<file path="src/rtl/video_timing_pkg.sv">
`default_nettype none
// ============================================================================
// Module      : video_timing_pkg
// Description : Shared widths, raster mode record and standard mode presets
//               for the reconfigurable video timing generator.
// Revision    : 1.0 - initial release
// ============================================================================
package video_timing_pkg;

    // Default counter / configuration field width.
    localparam int CNT_W_DEF = 12;

    // One axis of a raster mode: active, front porch, sync, back porch, polarity.
    typedef struct packed {
        logic [CNT_W_DEF-1:0] act;
        logic [CNT_W_DEF-1:0] fp;
        logic [CNT_W_DEF-1:0] sync;
        logic [CNT_W_DEF-1:0] bp;
        logic                 pol;
    } axis_mode_t;

    // Complete raster mode (horizontal and vertical axes).
    typedef struct packed {
        axis_mode_t h;
        axis_mode_t v;
    } mode_t;

    // SVGA 800x600 @ 60 Hz, positive syncs (reset-default mode).
    localparam mode_t MODE_800x600_60 = '{
        h: '{act: 12'd800, fp: 12'd40, sync: 12'd128, bp: 12'd88, pol: 1'b1},
        v: '{act: 12'd600, fp: 12'd1,  sync: 12'd4,   bp: 12'd23, pol: 1'b1}
    };

    // VGA 640x480 @ 60 Hz, negative syncs.
    localparam mode_t MODE_640x480_60 = '{
        h: '{act: 12'd640, fp: 12'd16, sync: 12'd96, bp: 12'd48, pol: 1'b0},
        v: '{act: 12'd480, fp: 12'd10, sync: 12'd2,  bp: 12'd33, pol: 1'b0}
    };

endpackage
`default_nettype wire

</file>
<file path="src/rtl/video_axis_timer.sv">
`default_nettype none
// ============================================================================
// Module      : video_axis_timer
// Description : One raster axis: position counter with wrap, plus registered
//               sync / blank decode of the position being entered.
// Revision    : 1.0 - initial release
// ============================================================================
module video_axis_timer #(
    parameter int   CNT_W    = 12,
    parameter int   RST_LAST = 0,
    parameter logic RST_POL  = 1'b1
) (
    input  logic             clk_i,
    input  logic             rst_ni,
    input  logic             step_i,
    input  logic [CNT_W-1:0] last_i,
    input  logic [CNT_W-1:0] dec_act_i,
    input  logic [CNT_W-1:0] dec_fp_i,
    input  logic [CNT_W-1:0] dec_sync_i,
    input  logic             dec_pol_i,
    output logic [CNT_W-1:0] pos_o,
    output logic             at_last_o,
    output logic             active_nxt_o,
    output logic             sync_o,
    output logic             blank_o
);

    logic [CNT_W-1:0] pos_q, pos_d;
    logic             sync_q, sync_d;
    logic             blank_q, blank_d;
    logic [CNT_W:0]   w_sync_beg, w_sync_end;
    logic             w_in_sync;

    // The wrap point always comes from the configuration of the running frame.
    assign at_last_o = (pos_q == last_i);

    // Sync window bounds, one bit wider so act+fp+sync cannot alias.
    assign w_sync_beg = {1'b0, dec_act_i} + {1'b0, dec_fp_i};
    assign w_sync_end = w_sync_beg + {1'b0, dec_sync_i};

    // Next position and the decode of that position, so outputs line up with it.
    always_comb begin
        pos_d = pos_q;
        if (step_i) begin
            pos_d = at_last_o ? '0 : pos_q + 1'b1;
        end
        w_in_sync    = ({1'b0, pos_d} >= w_sync_beg) && ({1'b0, pos_d} < w_sync_end);
        sync_d       = w_in_sync ? dec_pol_i : ~dec_pol_i;
        active_nxt_o = (pos_d < dec_act_i);
        blank_d      = ~active_nxt_o;
    end

    // Position and decoded outputs only move when the axis steps.
    always_ff @(posedge clk_i or negedge rst_ni) begin
        if (!rst_ni) begin
            pos_q   <= CNT_W'(RST_LAST);
            sync_q  <= ~RST_POL;
            blank_q <= 1'b1;
        end else if (step_i) begin
            pos_q   <= pos_d;
            sync_q  <= sync_d;
            blank_q <= blank_d;
        end
    end

    assign pos_o   = pos_q;
    assign sync_o  = sync_q;
    assign blank_o = blank_q;

endmodule
`default_nettype wire

</file>
<file path="src/rtl/video_timing_gen_cfg.sv">
`default_nettype none
// ============================================================================
// Module      : video_timing_gen_cfg
// Description : Runtime-reconfigurable raster timing generator. New modes are
//               validated, held pending and switched in on a frame boundary.
// Revision    : 1.0 - initial release
// ============================================================================
module video_timing_gen_cfg
    import video_timing_pkg::*;
#(
    parameter int   CNT_W  = CNT_W_DEF,
    parameter int   H_ACT  = int'(MODE_800x600_60.h.act),
    parameter int   H_FP   = int'(MODE_800x600_60.h.fp),
    parameter int   H_SYNC = int'(MODE_800x600_60.h.sync),
    parameter int   H_BP   = int'(MODE_800x600_60.h.bp),
    parameter int   V_ACT  = int'(MODE_800x600_60.v.act),
    parameter int   V_FP   = int'(MODE_800x600_60.v.fp),
    parameter int   V_SYNC = int'(MODE_800x600_60.v.sync),
    parameter int   V_BP   = int'(MODE_800x600_60.v.bp),
    parameter logic H_POL  = MODE_800x600_60.h.pol,
    parameter logic V_POL  = MODE_800x600_60.v.pol
) (
    input  logic             pixel_clk_i,
    input  logic             reset_ni,
    input  logic             en_i,
    input  logic [CNT_W-1:0] cfg_h_act_i,
    input  logic [CNT_W-1:0] cfg_h_fp_i,
    input  logic [CNT_W-1:0] cfg_h_sync_i,
    input  logic [CNT_W-1:0] cfg_h_bp_i,
    input  logic [CNT_W-1:0] cfg_v_act_i,
    input  logic [CNT_W-1:0] cfg_v_fp_i,
    input  logic [CNT_W-1:0] cfg_v_sync_i,
    input  logic [CNT_W-1:0] cfg_v_bp_i,
    input  logic             cfg_h_pol_i,
    input  logic             cfg_v_pol_i,
    input  logic             cfg_load_i,
    output logic             cfg_pending_o,
    output logic             cfg_err_o,
    output logic             h_sync_o,
    output logic             v_sync_o,
    output logic             de_o,
    output logic             hblank_o,
    output logic             vblank_o,
    output logic             line_start_o,
    output logic             frame_start_o,
    output logic [CNT_W-1:0] h_pos_o,
    output logic [CNT_W-1:0] v_pos_o
);

    typedef struct packed {
        logic [CNT_W-1:0] act;
        logic [CNT_W-1:0] fp;
        logic [CNT_W-1:0] sync;
        logic [CNT_W-1:0] bp;
        logic             pol;
    } axis_cfg_t;

    localparam axis_cfg_t C_RST_H = '{act: CNT_W'(H_ACT), fp: CNT_W'(H_FP),
                                      sync: CNT_W'(H_SYNC), bp: CNT_W'(H_BP), pol: H_POL};
    localparam axis_cfg_t C_RST_V = '{act: CNT_W'(V_ACT), fp: CNT_W'(V_FP),
                                      sync: CNT_W'(V_SYNC), bp: CNT_W'(V_BP), pol: V_POL};
    localparam int C_H_LAST = H_ACT + H_FP + H_SYNC + H_BP - 1;
    localparam int C_V_LAST = V_ACT + V_FP + V_SYNC + V_BP - 1;

    // Accept an axis only with non-zero active and sync and a total that fits
    // the counter. Two guard bits keep the four-term sum from wrapping.
    function automatic logic axis_ok(axis_cfg_t c);
        logic [CNT_W+1:0] tot;
        tot = {2'b00, c.act} + {2'b00, c.fp} + {2'b00, c.sync} + {2'b00, c.bp};
        return (c.act != '0) && (c.sync != '0) && (tot <= {2'b00, {CNT_W{1'b1}}});
    endfunction

    // Last counter value of an axis (total - 1); only used on validated configs.
    function automatic logic [CNT_W-1:0] axis_last(axis_cfg_t c);
        return c.act + c.fp + c.sync + c.bp - 1'b1;
    endfunction

    axis_cfg_t        cur_h_q, cur_v_q;
    axis_cfg_t        pnd_h_q, pnd_v_q;
    axis_cfg_t        w_req_h, w_req_v;
    axis_cfg_t        w_dec_h, w_dec_v;
    logic             pending_q, pending_d;
    logic             err_q;
    logic             de_q;
    logic             line_start_q;
    logic             frame_start_q;
    logic [CNT_W-1:0] w_h_last, w_v_last;
    logic             w_load_ok;
    logic             w_h_at_last, w_v_at_last;
    logic             w_boundary, w_apply;
    logic             w_h_act_nxt, w_v_act_nxt;
    logic             w_v_step;

    assign w_req_h = '{act: cfg_h_act_i, fp: cfg_h_fp_i, sync: cfg_h_sync_i,
                       bp: cfg_h_bp_i, pol: cfg_h_pol_i};
    assign w_req_v = '{act: cfg_v_act_i, fp: cfg_v_fp_i, sync: cfg_v_sync_i,
                       bp: cfg_v_bp_i, pol: cfg_v_pol_i};

    assign w_load_ok  = cfg_load_i && axis_ok(w_req_h) && axis_ok(w_req_v);
    assign w_h_last   = axis_last(cur_h_q);
    assign w_v_last   = axis_last(cur_v_q);
    assign w_boundary = en_i && w_h_at_last && w_v_at_last;
    assign w_apply    = w_boundary && pending_q;
    assign w_v_step   = en_i && w_h_at_last;

    // Pixel (0,0) of a switched frame is decoded with the incoming mode.
    assign w_dec_h = w_apply ? pnd_h_q : cur_h_q;
    assign w_dec_v = w_apply ? pnd_v_q : cur_v_q;

    // A load in the boundary cycle re-arms pending for the following frame.
    always_comb begin
        pending_d = pending_q;
        if (w_load_ok) begin
            pending_d = 1'b1;
        end else if (w_apply) begin
            pending_d = 1'b0;
        end
    end

    // Configuration registers, error pulse, data-enable and strobes.
    always_ff @(posedge pixel_clk_i or negedge reset_ni) begin
        if (!reset_ni) begin
            cur_h_q       <= C_RST_H;
            cur_v_q       <= C_RST_V;
            pnd_h_q       <= '0;
            pnd_v_q       <= '0;
            pending_q     <= 1'b0;
            err_q         <= 1'b0;
            de_q          <= 1'b0;
            line_start_q  <= 1'b0;
            frame_start_q <= 1'b0;
        end else begin
            if (w_load_ok) begin
                pnd_h_q <= w_req_h;
                pnd_v_q <= w_req_v;
            end
            if (w_apply) begin
                cur_h_q <= pnd_h_q;
                cur_v_q <= pnd_v_q;
            end
            pending_q     <= pending_d;
            err_q         <= cfg_load_i && !w_load_ok;
            line_start_q  <= w_v_step;
            frame_start_q <= w_boundary;
            if (en_i) begin
                de_q <= w_h_act_nxt && w_v_act_nxt;
            end
        end
    end

    video_axis_timer #(
        .CNT_W    (CNT_W),
        .RST_LAST (C_H_LAST),
        .RST_POL  (H_POL)
    ) u_h_axis (
        .clk_i        (pixel_clk_i),
        .rst_ni       (reset_ni),
        .step_i       (en_i),
        .last_i       (w_h_last),
        .dec_act_i    (w_dec_h.act),
        .dec_fp_i     (w_dec_h.fp),
        .dec_sync_i   (w_dec_h.sync),
        .dec_pol_i    (w_dec_h.pol),
        .pos_o        (h_pos_o),
        .at_last_o    (w_h_at_last),
        .active_nxt_o (w_h_act_nxt),
        .sync_o       (h_sync_o),
        .blank_o      (hblank_o)
    );

    video_axis_timer #(
        .CNT_W    (CNT_W),
        .RST_LAST (C_V_LAST),
        .RST_POL  (V_POL)
    ) u_v_axis (
        .clk_i        (pixel_clk_i),
        .rst_ni       (reset_ni),
        .step_i       (w_v_step),
        .last_i       (w_v_last),
        .dec_act_i    (w_dec_v.act),
        .dec_fp_i     (w_dec_v.fp),
        .dec_sync_i   (w_dec_v.sync),
        .dec_pol_i    (w_dec_v.pol),
        .pos_o        (v_pos_o),
        .at_last_o    (w_v_at_last),
        .active_nxt_o (w_v_act_nxt),
        .sync_o       (v_sync_o),
        .blank_o      (vblank_o)
    );

    assign cfg_pending_o = pending_q;
    assign cfg_err_o     = err_q;
    assign de_o          = de_q;
    assign line_start_o  = line_start_q;
    assign frame_start_o = frame_start_q;

endmodule
`default_nettype wire

</file>
<file path="config.mk">
export PLATFORM = sky130hd
export DESIGN_NAME = video_timing_gen_cfg
export DESIGN_NICKNAME = d
export VERILOG_FILES = /design/src/rtl/video_timing_pkg.sv /design/src/rtl/video_axis_timer.sv /design/src/rtl/video_timing_gen_cfg.sv
export SDC_FILE = /design/constraint.sdc
export NUM_CORES = 1
export LEC_CHECK = 0
export ABC_CLOCK_PERIOD_IN_PS = 17600
export BUFFER_PORTS_ARGS = -buffer_cell sky130_fd_sc_hd__buf_2
export CAP_MARGIN = 20
export CORE_MARGIN = 1
export CORE_UTILIZATION = 60
export CTS_CLUSTER_SIZE = 16
export DETAILED_ROUTE_END_ITERATION = 8
export GPL_ROUTABILITY_DRIVEN = 0
export PLACE_DENSITY = 0.8
export REMOVE_ABC_BUFFERS = 1
export SLEW_MARGIN = 20
export SYNTH_ARGS = -nofsm -noshare
export SYNTH_HDL_FRONTEND = slang
export SYNTH_SLANG_ARGS = --single-unit
</file>
<file path="constraint.sdc">
create_clock -name pixel_clk_i -period 17.6 [get_ports pixel_clk_i]
set_clock_uncertainty 0.15 [all_clocks]
set_input_delay 1.76 -clock pixel_clk_i [delete_from_list [all_inputs] [get_ports pixel_clk_i]]
set_output_delay 1.76 -clock pixel_clk_i [all_outputs]
set_load 0.02 [all_outputs]
</file>
==> results of run 1 <==
-- layer usage --
layer  routed length, um  vias to the layer above  GRT usage, %
li1                    -                     6113             -
met1               18700                     6356          41.9
met2               18600                      434          45.7
met3                3170                       76          6.17
met4                1400                        0          10.1
met5                   0                        -             0
-- synth_stat cells (7+ instances only) --
cell      count
a211oi_1      8
a21o_1       50
a21oi_1      65
a31oi_1       7
and3_1       10
buf_2        22
clkbuf_1     14
dfrtp_1     194
dfstp_2      35
fa_1         94
ha_1        190
inv_1       164
maj3_1        8
mux2_1       94
mux2i_1      21
nand2_1     203
nand2b_1     14
nand3_1      29
nand4_1      20
nor2_1       69
nor2b_1      15
nor3_1       23
nor4_1       18
o211ai_1      9
o21a_1        9
o21ai_0      94
o21ai_1       9
o21bai_1      8
o31ai_1       9
or3_1         9
xnor2_1      62
xor2_1       42
-- logic make-up (layout without fill, tap and decap cells) --
group	Yosys count	count (layout)	synth area share (%)
simple gates	436	436	11.7
compound gates	312	312	11.8
fa+ha+maj	292	292	25.2
flops	229	229	33.6
buf+inv	204	355	4.72
mux	120	120	7.70
xor+xnor	104	104	5.29
-- cell type report --
class	instances	area, sq um	area share (%)
clock inverters	15	189	0.986
well taps	378	473	2.47
flip-flops and latches	229	5770	30.1
inverters	164	616	3.21
multi-input cells	1264	10600	55.5
clock buffers	33	728	3.80
repair buffers	143	748	3.91
-- state kept, by name (all words and copies together), names as in the netlist --
signal,cells
cur_h_q,49
cur_v_q,49
pnd_h_q,49
pnd_v_q,49
u_h_axis.pos_o,12
u_v_axis.pos_o,12
cfg_err_o,1
cfg_pending_o,1
de_o,1
frame_start_o,1
line_start_o,1
u_h_axis.blank_o,1
u_h_axis.sync_o,1
u_v_axis.blank_o,1
u_v_axis.sync_o,1
-- power by group --
part	internal (mW)	total (mW)	switching, mW
sequential	0.652	0.730	0.0781
clock	0.352	0.586	0.234
combinational	0.187	0.384	0.197
total	1.19	1.70	0.509
-- metrics by stage --
stage	worst slack, ns	cells	power (mW)	hold WS, ns	instance area, sq um
floorplan	6.18	1657	0.981	0.289	17000
global placement	7.33	2178	1.10	0.307	18200
detailed placement	6.90	2178	1.12	0.313	18200
CTS	6.86	2226	1.71	0.327	19200
global route	6.00	2226	1.79	0.352	19200
finish	6.78	2226	1.70	0.323	19200
-- worst max-delay path, delay by kind of cell, from the launching register on --
family	cells	cell delay (ns)
buffers and inverters	4	1.20
AOI/OAI and AO/OA	13	2.51
adders and majority gates	9	3.10
xor gates and xnor gates	3	0.55
and+or+nand+nor	12	2.68
DFF	1	0.52
-- path summary, 6_finish.rpt --
path | from | to | slack (ns) | depth (start not counted)
max in group asynchronous | reset_ni | pnd_h_q[14]$_DFFE_PN0P_ | 14.82 | 2
hold / removal | pnd_h_q[9]$_DFFE_PN0P_ | cur_h_q[9]$_DFFE_PN0N_ | 0.32 | 2
setup / recovery | cur_v_q[2]$_DFFE_PN1N_ | u_h_axis.sync_o$_DFFE_PN0P_ | 6.78 | 41
min in group asynchronous | reset_ni | cur_h_q[36]$_DFF_PN0_ | 1.08 | 1
hold reg to reg | pnd_h_q[9]$_DFFE_PN0P_ | cur_h_q[9]$_DFFE_PN0N_ | 0.32 | 2
setup reg to reg | cur_v_q[2]$_DFFE_PN1N_ | u_h_axis.sync_o$_DFFE_PN0P_ | 6.78 | 41
-- placed cells by master (no fill, tap or decap), drive strengths merged, types with 9 or more instances in the layout --
cell type / Yosys / final
nor3: 24 / 24
a21o: 50 / 50
nand4: 20 / 20
o31ai: 10 / 10
mux2: 99 / 99
inv: 164 / 165
xnor2: 62 / 62
a211oi: 9 / 9
mux2i: 21 / 21
or3: 9 / 9
o211ai: 9 / 9
nor2: 70 / 70
o21ai: 104 / 104
nor4: 19 / 19
ha: 190 / 190
xor2: 42 / 42
nand3: 29 / 29
nor2b: 15 / 15
clkbuf: 14 / 33
dfstp: 35 / 35
nand2: 204 / 204
and3: 10 / 10
fa: 94 / 94
a21oi: 68 / 68
buf: 26 / 143
dfrtp: 194 / 194
o21a: 9 / 9
clkinv: 0 / 9
nand2b: 14 / 14
==> impl_metrics.csv, run 1 <==
group,metric,value,unit
clock_tree,post_cts_buffers,0,
setup_path,critPathSlowestCell,"buf_4",
grt,grt_max_degree,89,
yosys,synthDistinctLibCells,76,
timing,setup_viol,0,
layout,final_nets,2214,
setup_path,cp_slowest_stage_delay,0.61,ns
drt,remaining_drc_errors,0,
drt,via_per_inst,5.83,
clock_tree,cts_hold_buf,0,
die,row_count,61,
yosys,yosys_most_used_dff,"dfrtp_1",
yosys,synth_top_area_share,28.2,%
placed_design,io_buffers,134,
clock_tree,cts_buffers,26,
die,fp.dieH,171,um
yosys,synth_top_area_cell,"dfrtp_1",
drt,routedWlPerCell,18.8,um
yosys,synth.area.top_cells,"dfrtp_1 (28%), ha_1 (14%), fa_1 (11%)",
grt,antenna_found_initial,1,
setup_path,crit_top_cell,"ha_1",
layout,antennaDiodeCount,0,
layout,fin_util,68.4,%
yosys,synthesis.area,17200,sq um
yosys,synth_edf_count,0,
die,start_util,61.4,%
grt,grt_pass1_vias,12900,
timing,fin_tns_setup,0,ns
setup_path,cp-start-kind,"flip-flop",
timing,max_freq,0.0924,GHz
placed_design,hpwl,33100,um
die,die_w,171,um
drt,antenna_left,0,
grt,grt_pass1_wl,67300,um
power_and_ir_drop,ir_drop,0.0000661,V
timing,period_share,61.5,%
setup_path,critPathCaptureType,"flip-flop",
clock_tree,root_buffer,"clkbuf_16",
timing,rsz0062_at_grt,"no",
timing,fin_crit,10.82,ns
clock_tree,cts_tree,"yes",
yosys,ys_ff_latch,229,
clock_tree,cts_sinks,229,
timing,hold_viol_final,0,
min_path,hold_class,"reg2reg",
setup_path,worstSetupPathType,"reg2reg",
clock_tree,clk_pin_slew,0.06,ns
timing,slew_violations,0,
power_and_ir_drop,p_leak,9.56,nW
drt,dr.pass1.iters,5,
yosys,syn_area_per_cell,10.1,sq um
yosys,synth_seq_area_share,33.6,%
die,ios,135,
setup_path,crit_arrival,11.14,ns
drt,drt-initial-drc-count,1078,
drt,drt-total-wl,41900,um
drt,via_count,13000,
yosys,ys_warn_count,0,
yosys,syn_inst,1697,
timing,worst_pin_slew,1.16,ns
die,dieArea,29400,sq um
flow_run,maxCapViolations,0,
timing,maxSlewHeadroom,21.8,%
die,coreArea,28000,sq um
grt,grt_usage,29.7,%
clock_tree,clockBufferDepth,3,
layout,final_layout_size_suffix_gt1_share,13.5,%
status,status,"finished, final reports clean",
power_and_ir_drop,powerDensity,88.8,nW/um^2
layout,area_growth,11.3,%
clock_tree,clock_latency,0.54,ns
clock_tree,htree_levels,1,
clock_tree,cts-resized-gates,0,
yosys,ys_async_sr_fraction,100,%
grt,gr-total-overflow,0,
setup_path,cp_max_fo,64,
setup_path,critPathRequiredTime,17.92,ns
layout,fillers,2100,
No activity file was read; power rests on OpenSTA's default activity.
==> inputs of run 2 (changes only) <==
- ABC_CLOCK_PERIOD_IN_PS: 17600 -> 11200
- clock period: 17.6 -> 11.2 ns (I/O delays scaled with it)
==> run 2 against run 1 <==
Against the previous run: flip-flop and latch count stayed put; total power is 62% higher; non-clock buffer count increased by 3; largest cell class unchanged; worst setup slack got worse by 6.1 ns; clock-buffer cell count is 9 higher.
==> impl_metrics.csv, run 2 (synthesis gave the netlist of run 1 again) <==
group,metric,value,unit
status,status,"finished, final reports clean",
drt,drt-initial-drc-count,990,
clock_tree,cts-resized-gates,0,
setup_path,critPathRequiredTime,11.46,ns
grt,gr-total-overflow,0,
min_path,holdPathEnd,"cur_v_q[10]$_DFFE_PN0N_",
grt,top_usage_layer,"met2",
die,start_util,61.4,%
timing,maxSlewHeadroom,24.8,%
setup_path,cp-start-kind,"flip-flop",
setup_path,r2r-end,"u_v_axis.sync_o$_DFFE_PN0N_",
timing,fin_crit,10.52,ns
timing,max_freq,0.0951,GHz
power_and_ir_drop,ir_drop,0.000122,V
setup_path,crit_arrival,10.78,ns
die,ios,135,
power_and_ir_drop,comb_power_share,21.8,%
min_path,hp-start,"pnd_v_q[10]$_DFFE_PN0P_",
layout,seq_area,5770,sq um
setup_path,cp_slowest_stage_delay,0.54,ns
power_and_ir_drop,p_leak,9.61,nW
grt,grt_use_met1,42.9,%
power_and_ir_drop,p_clk_share,36.4,%
layout,layout_common_cells,"nand2_1 (203), dfrtp_1 (194), ha_1 (190)",
placed_design,hpwl,33700,um
layout,final_nets,2219,
clock_tree,cts_buffers,28,
power_and_ir_drop,powerDensity,143,nW/um^2
die,coreArea,28000,sq um
clock_tree,cts_tree,"yes",
drt,dr.pass1.iters,6,
drt,drt-total-wl,42800,um
setup_path,rr_startpoint,"cur_v_q[2]$_DFFE_PN1N_",
clock_tree,cts_hold_buf,0,
clock_tree,clock_latency,0.54,ns
grt,grt_max_degree,84,
clock_tree,post_cts_buffers,0,
grt,grt_pass1_wl,68900,um
die,dieArea,29400,sq um
timing,hold_viol_final,0,
drt,remaining_drc_errors,0,
timing,setup_viol,0,
clock_tree,clockBufferDepth,3,
clock_tree,clk_pin_slew,0.06,ns
power_and_ir_drop,finalPower,2.76,mW
setup_path,worstSetupPathType,"reg2reg",
clock_tree,htree_levels,1,
power_and_ir_drop,p_seq_share,41.7,%
die,row_count,61,
setup_path,reg2reg_depth,41,
drt,routedWlPerCell,19.2,um
layout,antennaDiodeCount,0,
layout,final_area,19300,sq um
grt,grt_pass1_vias,13200,
die,fp.dieH,171,um
timing,slew_violations,0,
layout,multiInputGateArea,10600,sq um
grt,grt_usage,30.3,%
grt,antenna_found_initial,1,
timing,fin_tns_setup,0,ns
power_and_ir_drop,swShare,28.9,%
grt,grtUsageMet2,48.1,%
timing,period_share,93.9,%
grt,grtUsageMet3,4.99,%
placed_design,post_dp_cell_area,18300,sq um
timing,holdWs,0.322,ns
setup_path,crit_top_cell,"ha_1",
flow_run,maxCapViolations,0,
power_and_ir_drop,internal-power,1.96,mW
drt,via_count,13100,
layout,fillers,2081,
layout,area_growth,12.1,%
clock_tree,cts_sinks,229,
clock_tree,root_buffer,"clkbuf_16",
power_and_ir_drop,p_switching,797,uW
layout,final_common_cell,"nand2_1",
drt,antenna_left,0,
min_path,hold_class,"reg2reg",
die,die_w,171,um
setup_path,cp_max_fo,16,
min_path,whs_path_depth,2,
drt,via_per_inst,5.88,
timing,rsz0062_at_grt,"no",
timing,worst_pin_slew,1.12,ns
layout,final_layout_size_suffix_gt1_share,13.5,%
setup_path,critPathCaptureType,"flip-flop",
setup_path,regToRegSetupSlack,0.68,ns
setup_path,critPathSlowestCell,"fa_1",
placed_design,io_buffers,134,
[run 2: per-layer routing]
metal / vias to the layer above / part of all wire (%)
li1: 6122 / -
met1: 6457 / 45
met2: 459 / 46
met3: 84 / 6.4
met4: 0 / 3.0
met5: - / 0
[run 2: final cells by class]
type / count / share of cell area (%)
Multi-Input combinational cell: 1264 / 55.1
Sequential cell: 229 / 29.9
Clock buffer: 42 / 4.28
Timing Repair Buffer: 146 / 4.00
Tap cell: 378 / 2.45
Inverter: 164 / 3.19
Clock inverter: 10 / 1.06
[run 2: critical path: cells and delay by family, from the launching register on]
| family | cells | cell delay, ns |
|---|---|---|
| compound gates | 16 | 3.23 |
| xor+xnor | 2 | 0.25 |
| fa+ha+maj | 10 | 3.62 |
| buf+inv | 3 | 0.20 |
| flops | 1 | 0.51 |
| mux | 1 | 0.33 |
| simple gates | 9 | 2.10 |
[run 2: worst max-delay path by stage]
stage | start | endpoint | slack, ns | cells past startpoint
6_report | cur_v_q[2]$_DFFE_PN1N_ | u_v_axis.sync_o$_DFFE_PN0N_ | 0.68 | 41
5_1_grt | cur_v_q[2]$_DFFE_PN1N_ | u_v_axis.sync_o$_DFFE_PN0N_ | 0.09 | 41
4_1_cts | cur_v_q[2]$_DFFE_PN1N_ | u_v_axis.sync_o$_DFFE_PN0N_ | 0.78 | 41
3_5_place_dp | cur_v_q[2]$_DFFE_PN1N_ | u_v_axis.sync_o$_DFFE_PN0N_ | 0.83 | 41
3_3_place_gp | cur_v_q[2]$_DFFE_PN1N_ | u_v_axis.sync_o$_DFFE_PN0N_ | 1.18 | 40
2_1_floorplan | cur_v_q[2]$_DFFE_PN1N_ | u_v_axis.sync_o$_DFFE_PN0N_ | -0.22 | 41
[run 2: per-stage QoR]
stage	setup slack [ns]	utilization, %	instances
finish	0.681	68.9	2233
global route	0.0938	68.9	2233
CTS	0.785	68.9	2233
detailed placement	0.835	65.2	2181
global placement	1.18	65.2	2181
floorplan	-0.217	-	1657
[run 2: power groups by stage]
stage	combinational [mW]	clock [mW]	sequential, mW
6_report	0.603	1.01	1.15
5_1_grt	0.674	1.05	1.17
4_1_cts	0.608	1.02	1.15
3_5_place_dp	0.598	0	1.16
3_3_place_gp	0.565	0	1.15
2_1_floorplan	0.411	0	1.13
